$ cat src/rtl/sub_bytes_iter.sv
// Iterative AES SubBytes engine: substitutes LANES bytes per clock over a 128-bit state.
// Optional macro SUBBYTES_INV_EN adds per-lane inverse S-boxes selected by the latched in_inv.
module sub_bytes_iter #(
  parameter int unsigned LANES = 4
) (
  input  logic         clk,
  input  logic         rst_n,
  input  logic         in_valid,
  output logic         in_ready,
  input  logic [127:0] in_state,
  input  logic         in_inv,
  output logic         out_valid,
  input  logic         out_ready,
  output logic [127:0] out_state,
  output logic         busy
);

  localparam int unsigned BEATS = 16 / LANES;
  localparam int unsigned CNT_W = (BEATS > 1) ? $clog2(BEATS) : 1;

  if (LANES != 1 && LANES != 2 && LANES != 4 && LANES != 8 && LANES != 16) begin : g_bad_lanes
    $error("sub_bytes_iter: LANES must be 1, 2, 4, 8 or 16");
  end

  // GF(2^8) multiply modulo x^8+x^4+x^3+x+1.
  function automatic logic [7:0] gf_mul(input logic [7:0] a, input logic [7:0] b);
    logic [7:0] p;
    logic [7:0] x;
    p = 8'h00;
    x = a;
    for (int i = 0; i < 8; i++) begin
      if (b[i]) p = p ^ x;
      x = {x[6:0], 1'b0} ^ (x[7] ? 8'h1b : 8'h00);
    end
    return p;
  endfunction

  // Multiplicative inverse as a^254 (bits 1..7 of the exponent); maps 0 to 0.
  function automatic logic [7:0] gf_inv(input logic [7:0] a);
    logic [7:0] r;
    logic [7:0] sq;
    r  = 8'h01;
    sq = a;
    for (int i = 1; i < 8; i++) begin
      sq = gf_mul(sq, sq);
      r  = gf_mul(r, sq);
    end
    return r;
  endfunction

  function automatic logic [7:0] rotl8(input logic [7:0] x, input int n);
    return 8'((x << n) | (x >> (8 - n)));
  endfunction

  function automatic logic [7:0] sbox_fwd(input logic [7:0] a);
    logic [7:0] b;
    b = gf_inv(a);
    return b ^ rotl8(b, 1) ^ rotl8(b, 2) ^ rotl8(b, 3) ^ rotl8(b, 4) ^ 8'h63;
  endfunction

`ifdef SUBBYTES_INV_EN
  function automatic logic [7:0] sbox_inv(input logic [7:0] s);
    return gf_inv(rotl8(s, 1) ^ rotl8(s, 3) ^ rotl8(s, 6) ^ 8'h05);
  endfunction
`endif

  typedef enum logic [1:0] {IDLE, RUN, DONE} state_t;

  state_t                 state_q, state_d;
  logic [CNT_W-1:0]       cnt_q, cnt_d;
  logic [15:0][7:0]       buf_q, buf_d;
  logic [127:0]           out_q, out_d;
  logic                   out_valid_q, out_valid_d;
  logic                   in_ready_q, busy_q;
  logic [LANES-1:0][7:0]  lane_out;
  logic [LANES-1:0][3:0]  lane_idx;

`ifdef SUBBYTES_INV_EN
  logic inv_q, inv_d;
`else
  logic unused_inv;
  assign unused_inv = in_inv;
`endif

  // Lane j substitutes byte cnt*LANES+j of the work buffer.
  for (genvar j = 0; j < LANES; j++) begin : g_lane
    logic [7:0] lane_in;
    assign lane_idx[j] = 4'(LANES * 32'(cnt_q) + 32'(j));
    assign lane_in     = buf_q[lane_idx[j]];
`ifdef SUBBYTES_INV_EN
    assign lane_out[j] = inv_q ? sbox_inv(lane_in) : sbox_fwd(lane_in);
`else
    assign lane_out[j] = sbox_fwd(lane_in);
`endif
  end

  // Next-state and datapath update.
  always_comb begin
    state_d     = state_q;
    cnt_d       = cnt_q;
    buf_d       = buf_q;
    out_d       = out_q;
    out_valid_d = out_valid_q;
`ifdef SUBBYTES_INV_EN
    inv_d       = inv_q;
`endif
    unique case (state_q)
      IDLE: begin
        if (in_valid) begin
          buf_d   = in_state;
          cnt_d   = '0;
`ifdef SUBBYTES_INV_EN
          inv_d   = in_inv;
`endif
          state_d = RUN;
        end
      end
      RUN: begin
        for (int j = 0; j < int'(LANES); j++) begin
          buf_d[lane_idx[j]] = lane_out[j];
        end
        if (cnt_q == CNT_W'(BEATS - 1)) begin
          out_d       = buf_d;
          out_valid_d = 1'b1;
          cnt_d       = '0;
          state_d     = DONE;
        end else begin
          cnt_d = cnt_q + 1'b1;
        end
      end
      DONE: begin
        if (out_ready) begin
          out_valid_d = 1'b0;
          state_d     = IDLE;
        end
      end
      default: state_d = IDLE;
    endcase
  end

  always_ff @(posedge clk or negedge rst_n) begin
    if (!rst_n) begin
      state_q     <= IDLE;
      cnt_q       <= '0;
      buf_q       <= '0;
      out_q       <= '0;
      out_valid_q <= 1'b0;
      in_ready_q  <= 1'b1;
      busy_q      <= 1'b0;
`ifdef SUBBYTES_INV_EN
      inv_q       <= 1'b0;
`endif
    end else begin
      state_q     <= state_d;
      cnt_q       <= cnt_d;
      buf_q       <= buf_d;
      out_q       <= out_d;
      out_valid_q <= out_valid_d;
      in_ready_q  <= (state_d == IDLE);
      busy_q      <= (state_d != IDLE);
`ifdef SUBBYTES_INV_EN
      inv_q       <= inv_d;
`endif
    end
  end

  assign in_ready  = in_ready_q;
  assign out_valid = out_valid_q;
  assign out_state = out_q;
  assign busy      = busy_q;

endmodule

$ cat config.mk
export PLATFORM = sky130hd
export DESIGN_NAME = sub_bytes_iter
export DESIGN_NICKNAME = d
export VERILOG_FILES = /design/src/rtl/sub_bytes_iter.sv
export SDC_FILE = /design/constraint.sdc
export NUM_CORES = 2
export LEC_CHECK = 0
export BUFFER_PORTS_ARGS = -buffer_cell sky130_fd_sc_hd__buf_2
export CORE_MARGIN = 2
export CORE_UTILIZATION = 40
export CTS_CLUSTER_SIZE = 28
export DETAILED_ROUTE_END_ITERATION = 12
export PLACE_DENSITY_LB_ADDON = 0.3
export SLEW_MARGIN = 20
export SYNTH_ARGS = -nofsm -noshare
export SYNTH_HDL_FRONTEND = slang
export SYNTH_SLANG_ARGS = --single-unit
$ cat constraint.sdc
create_clock -name clk -period 20.2 [get_ports clk]
set_input_delay 2.02 -clock clk [delete_from_list [all_inputs] [get_ports clk]]
set_output_delay 2.02 -clock clk [all_outputs]
set_load 0.1 [all_outputs]
After elaboration in Yosys (flattened, before gate mapping):

Index checks and enable logic that the tools add are counted.

* flip-flop bits (word level): 263
* word-level logic and storage cells: 1688

* bitwise operators: 792
* add/subtract/negate cells: 4
* muxes and demuxes: 844
* equality and inequality tests: 6
* order comparisons: 8
* reduce and logical (&&, ||, !) cells: 12

Operators with widths (number)
* $mux W8: 428
* $xor A8 B8 Y8: 380
* $xor A8 B5 Y8: 364
* $mux W5: 368
* $bwmux W128: 4
* $pmux W128 S2: 1
* $mux W128: 1
* $bmux W8 S4: 3
* $demux W8 S4: 3
* $or A8 B1 Y8: 4
* $or A8 B2 Y8: 4
* $or A8 B3 Y8: 4
* $or A8 B4 Y8: 4
* $mux W7: 4
* $not A1 Y1 const A: 28
* $mux W6: 4
* $lt A4 B5 Y1 const B: 4
* $mux W2: 9
* $bmux W8 S2: 1
* $demux W8 S2: 1
* $ge A4 B1 Y1 const B: 4
* $mux W4: 4
* $not A4 Y4: 4
* $mux W3: 4
* other kinds (15): 31

Logic depth before layout (Yosys ltp):

* word-level depth: 140
* mapped depth: 77
* mapped depth without buffers: 62

Least setup slack after synthesis:

OpenSTA, ideal clock, no wires.

* path kind: register to register
* start: register cnt_q[0]
* end: register buf_q[53] (netlist bit)
* path buffers: 15
* stages on the path, launching flop included: 69
* clock period less this slack: 16.408 ns
* arrival: 16.282 ns
* path slack: 3.792 ns
* path through: dfrtp_1 buf_6 buf_12 buf_12 mux4_2 buf_2 buf_4 ha_1 buf_1 xor2_1 nand2_1 xor3_2 inv_2 clkbuf_1 ha_1 clkbuf_1 nand2_1 xor2_1 [33 not listed] xnor2_1 o31ai_1 a21o_1 buf_4 buf_6 a21boi_2 or2_1 buf_4 xor2_2 xnor2_2 mux2i_1 xnor2_1 o22ai_1 xnor2_1 xnor3_1 xor2_2 xnor3_1 a221o_1

* cells in the longest elaborated chain, start to end: 137
* elaborated cells between the ends (all ways): 1607
* those cells by class: add/sub (3); order compare (6); mux (831); bitwise (764); reduce/logical (3)

Ends and longest elaborated chain
* start: declaration: line 70 `logic [CNT_W-1:0] cnt_q, cnt_d;`
* start signal: assignment: line 155 `cnt_q <= cnt_d;`
* $add A4 B1 Y4 / $bmux W8 S2 (equally long branches): line 88, 89
* $bmux W8 S4 / $mux W8 (equally long branches): line 89 `assign lane_in = buf_q[lane_idx[j]];`
* $mux W8 (not written as such) (tied with other cells): line 89
* $mux W5 (tied with other cells): line 33 `x = {x[6:0], 1'b0} ^ (x[7] ? 8'h1b : 8'h00);`
* $xor A8 B5 Y8 (tied with other cells): line 33
* $xor A8 B8 Y8 / $mux W8 (equally long branches): line 32 `if (b[i]) p = p ^ x;`
* $mux W8 / $xor A8 B8 Y8 (equally long branches): line 32
* $xor A8 B8 Y8 / $mux W8 (equally long branches): line 32
* [118 not listed]
* $mux W8 / $or A8 B1 Y8 (equally long branches): line 32, 52
* $or A8 B1 Y8 / $xor A8 B8 Y8 (equally long branches): line 52, 58
* $xor A8 B8 Y8 (3 in series): line 58 `return b ^ rotl8(b, 1) ^ rotl8(b, 2) ^ rotl8(b, 3) ^ rotl8(b, 4) ^ 8'h63;`
* $xor A8 B8 Y8 / $not A4 Y4 (equally long branches)
* $not A4 Y4 (no source line) / $bwmux W128 (equally long branches)
* $bwmux W128 (2 in series): line 120 `buf_d[lane_idx[j]] = lane_out[j];`
* $bwmux W128 *: line 120
* $pmux W128 S2 *: line 107 `unique case (state_q)`
* end signal: assignment: line 156 `buf_q <= buf_d;`
* end: declaration: line 71 `logic [15:0][7:0] buf_q, buf_d;`

Mark *: on every way between the ends. The rest lies on a longest branch, timed or not. The select of a mux whose other input is x is not followed.
A chain may end at the register's enable or synchronous reset.

Worst setup path after layout:

* start: register cnt_q[1]
* end: register buf_q[125] (netlist bit)

The elaborated chain is that of the path after synthesis.

==> run metrics <==
outcome=finished clean; area fraction of the dominant cell type after synthesis=19.0%; Synth Flop Type=dfrtp_1; Seq/Total Area, Yosys=9.08%; Num CTS Buffers=27; f_max=0.0524 GHz; DR vias/cell=5.87; Synth Area in Compound Gates=18.8%; Hold Slack=0.484 ns; largest fanout on the critical path=22; Crit Reg-Reg Endpoint=buf_q[125]; worst r2r path cells=55; Critical Path Source Type=flop; HP Class=reg -> reg; final setup fails=0; DIE HEIGHT=430 µm; simple-gate share of the synthesized area=20.6%; Iter 0 DRT Violations=6563; H-tree depth=1; IO buf count=262; grt ovf=0; Max clock buf depth=3; synthesized area per cell=7.70 µm²; RD Place Congestion=0.950; drt pass-1 iters=8; Post-Synth XOR/XNOR Area=40.8%; Async SR Flop Fraction=100%; share of layout cells above drive strength 1=13.0%; Starting Density=40.2%; setup TNS=0 ns; Vias=69.5k; die width=430 µm; Ys Warns=0; largest family of logic cells by synthesized area=XOR/XNOR gates; clock sink count=263; worst-margin pin slew=1.18 ns; reg2reg start=cnt_q[1]; met3 Usage GRT=1.59%; antenna-violating nets left=0; crit-path most repeated cell=xnor2_1; total track usage=25.5%; count leader, synth=xnor2_1; worst hold stages=2; Final HPWL DP=181000 µm; final hold vios=0; die footprint=0.185 mm²; multiplexer area fraction after synthesis=5.31%; Critical Path RT=20.75 ns; final WL=246000 µm; CTS Root Cell=clkbuf_16; RSZ-0062 raised after global routing=no; Critical Path End Type=flop; Slew headroom=21.1%; FF+latch count, synth=263; fillers=18.1k; fin crit share=94.4%; largest net degree at the start of global routing=91; Tmin final=19.08 ns; Hold Startpoint=out_state[4]; most frequent cells after synthesis=xnor2_1, nor2_1, nand2_1; WP buf/inv=2; CORE AREA=0.181 mm²; Worst-path clk slew=0.07 ns; M2 GR Usage=42.5%; wire per inst=20.8 µm; GR Util met1=32.9%; CTS tree=yes; Setup WS pre-CTS=1.25 ns; highest-delay cell along the critical path=xnor3_1; Worst Skew=0.0268 ns; ranking of synthesized cells by area=xnor2_1, xnor3_1, dfrtp_1; CP top delay family=XOR/XNOR gates; IO Pins=264; Synth Cell Area=0.0725 mm²; setup slack after layout=1.12 ns; nets@finish=9599; num rows=156; Clk Latency, worst-skew pair=0.63 ns; first-pass GRT wire length=384000 µm; Final Max Tran Viols=0; Synth Instances=9421; area leader, netlist=xnor2_1; Syn-to-layout area delta=7.55%; initial antenna violation count=13; Hold Path End=out_state[4]; Worst R2R Setup Slack=1.12 ns; adder-cell share of the synthesized area=0.566%; vias in the first global route=66.0k; syn_nets=9586; drt drc=0; post-synth cell types=144; GR peak layer=met2; post-CTS setup repair buffer count=0; EDFF count, synth=0; Crit Path Class=reg -> reg; CP Data Arrival Time=19.63 ns; max cap viols=0; CTS Hold Bufs=0; post-CTS sizing=0; slowest stage delay, CP=0.93 ns
## stage by stage
| stage | instance area [µm²] | instances | utilization, % |
|---|---|---|---|
| finish | 78000 | 11800 | 43.2 |
| floorplan | 72500 | 9421 | - |
| global route | 78000 | 11800 | 43.2 |
| CTS | 77900 | 11800 | 43.2 |
| detailed placement | 77000 | 11800 | 42.7 |
| global placement | 77000 | 11800 | 42.6 |
## logic make-up (layout without fill, tap and decap cells)
family / after synthesis / count (layout)
buffers and inverters: 756 / 790
adder cells (fa/ha/maj): 33 / 33
AO/OA/AOI/OAI: 2084 / 2084
AND/OR/NAND/NOR: 3400 / 3400
multiplexers: 331 / 331
XOR/XNOR: 2554 / 2554
flip-flops: 263 / 263
other: 0 / 12
## layout make-up
class	count	area [µm²]	share of cell area [%]
well taps	2370	2970	3.80
clock buffers	37	733	0.940
flip-flops and latches	263	6590	8.44
inverters	115	438	0.561
repair buffers	625	4070	5.21
diodes	12	30.0	0.0385
multi-input cells	8402	63000	80.8
clock inverters	13	181	0.233
## worst register-to-register path, delay by kind of cell (launching register included)
family	cells	cell delay, ns
AOI/OAI and AO/OA	8	1.88
xor gates and xnor gates	33	13.28
adders and majority gates	2	0.96
buffers and inverters	2	0.44
DFF	1	0.76
muxes	4	0.88
and+or+nand+nor	6	0.81
## layout by cell type, fill, tap and decap left out, types with 36 or more instances in the layout
cell,netlist,final
a211oi_1,109,108
a21oi_1,489,482
a22oi_1,56,56
a31oi_1,85,85
and2_1,73,72
and3_1,58,58
buf_2,130,261
buf_4,46,362
dfrtp_1,262,259
inv_1,76,76
mux2_2,39,39
mux2i_1,246,246
nand2_1,980,979
nand2b_1,63,62
nand3_1,209,209
nand4_1,40,40
nor2_1,1421,1420
nor2b_1,54,54
nor3_1,253,253
nor4_1,36,36
o211ai_1,68,68
o21a_1,38,38
o21ai_0,397,397
o21ai_1,94,94
o22a_1,40,40
o22ai_1,227,227
o31ai_1,38,38
or3_1,55,55
xnor2_1,1576,1527
xnor2_2,130,179
xnor3_1,301,300
xor2_1,392,385
xor2_2,49,56
## layer usage
metal  up-vias  wire length (µm)
met5         -                 0
met4         0             14500
met3       463             13900
met2      2674            116000
met1     33500            102000
li1      32900                 -
## state kept, by name, summed over array words and instances (netlist names)
signal,cells
buf_q,128
out_state,128
cnt_q,2
state_q,2
busy,1
in_ready,1
out_valid,1
## worst max-delay path by stage
stage	start	end	slack, ns	cells after the start
2_1_floorplan	cnt_q[0]	buf_q[53]	3.79	68
3_3_place_gp	cnt_q[1]	buf_q[125]	1.48	58
3_5_place_dp	cnt_q[1]	buf_q[125]	1.25	58
4_1_cts	cnt_q[0]	out_state[84]	1.20	55
5_1_grt	cnt_q[1]	out_state[88]	0.009	59
6_report	cnt_q[1]	buf_q[125]	1.12	55
Power is not shown: default switching activity piles up to over one toggle a cycle in this logic, so the estimate is an artifact.
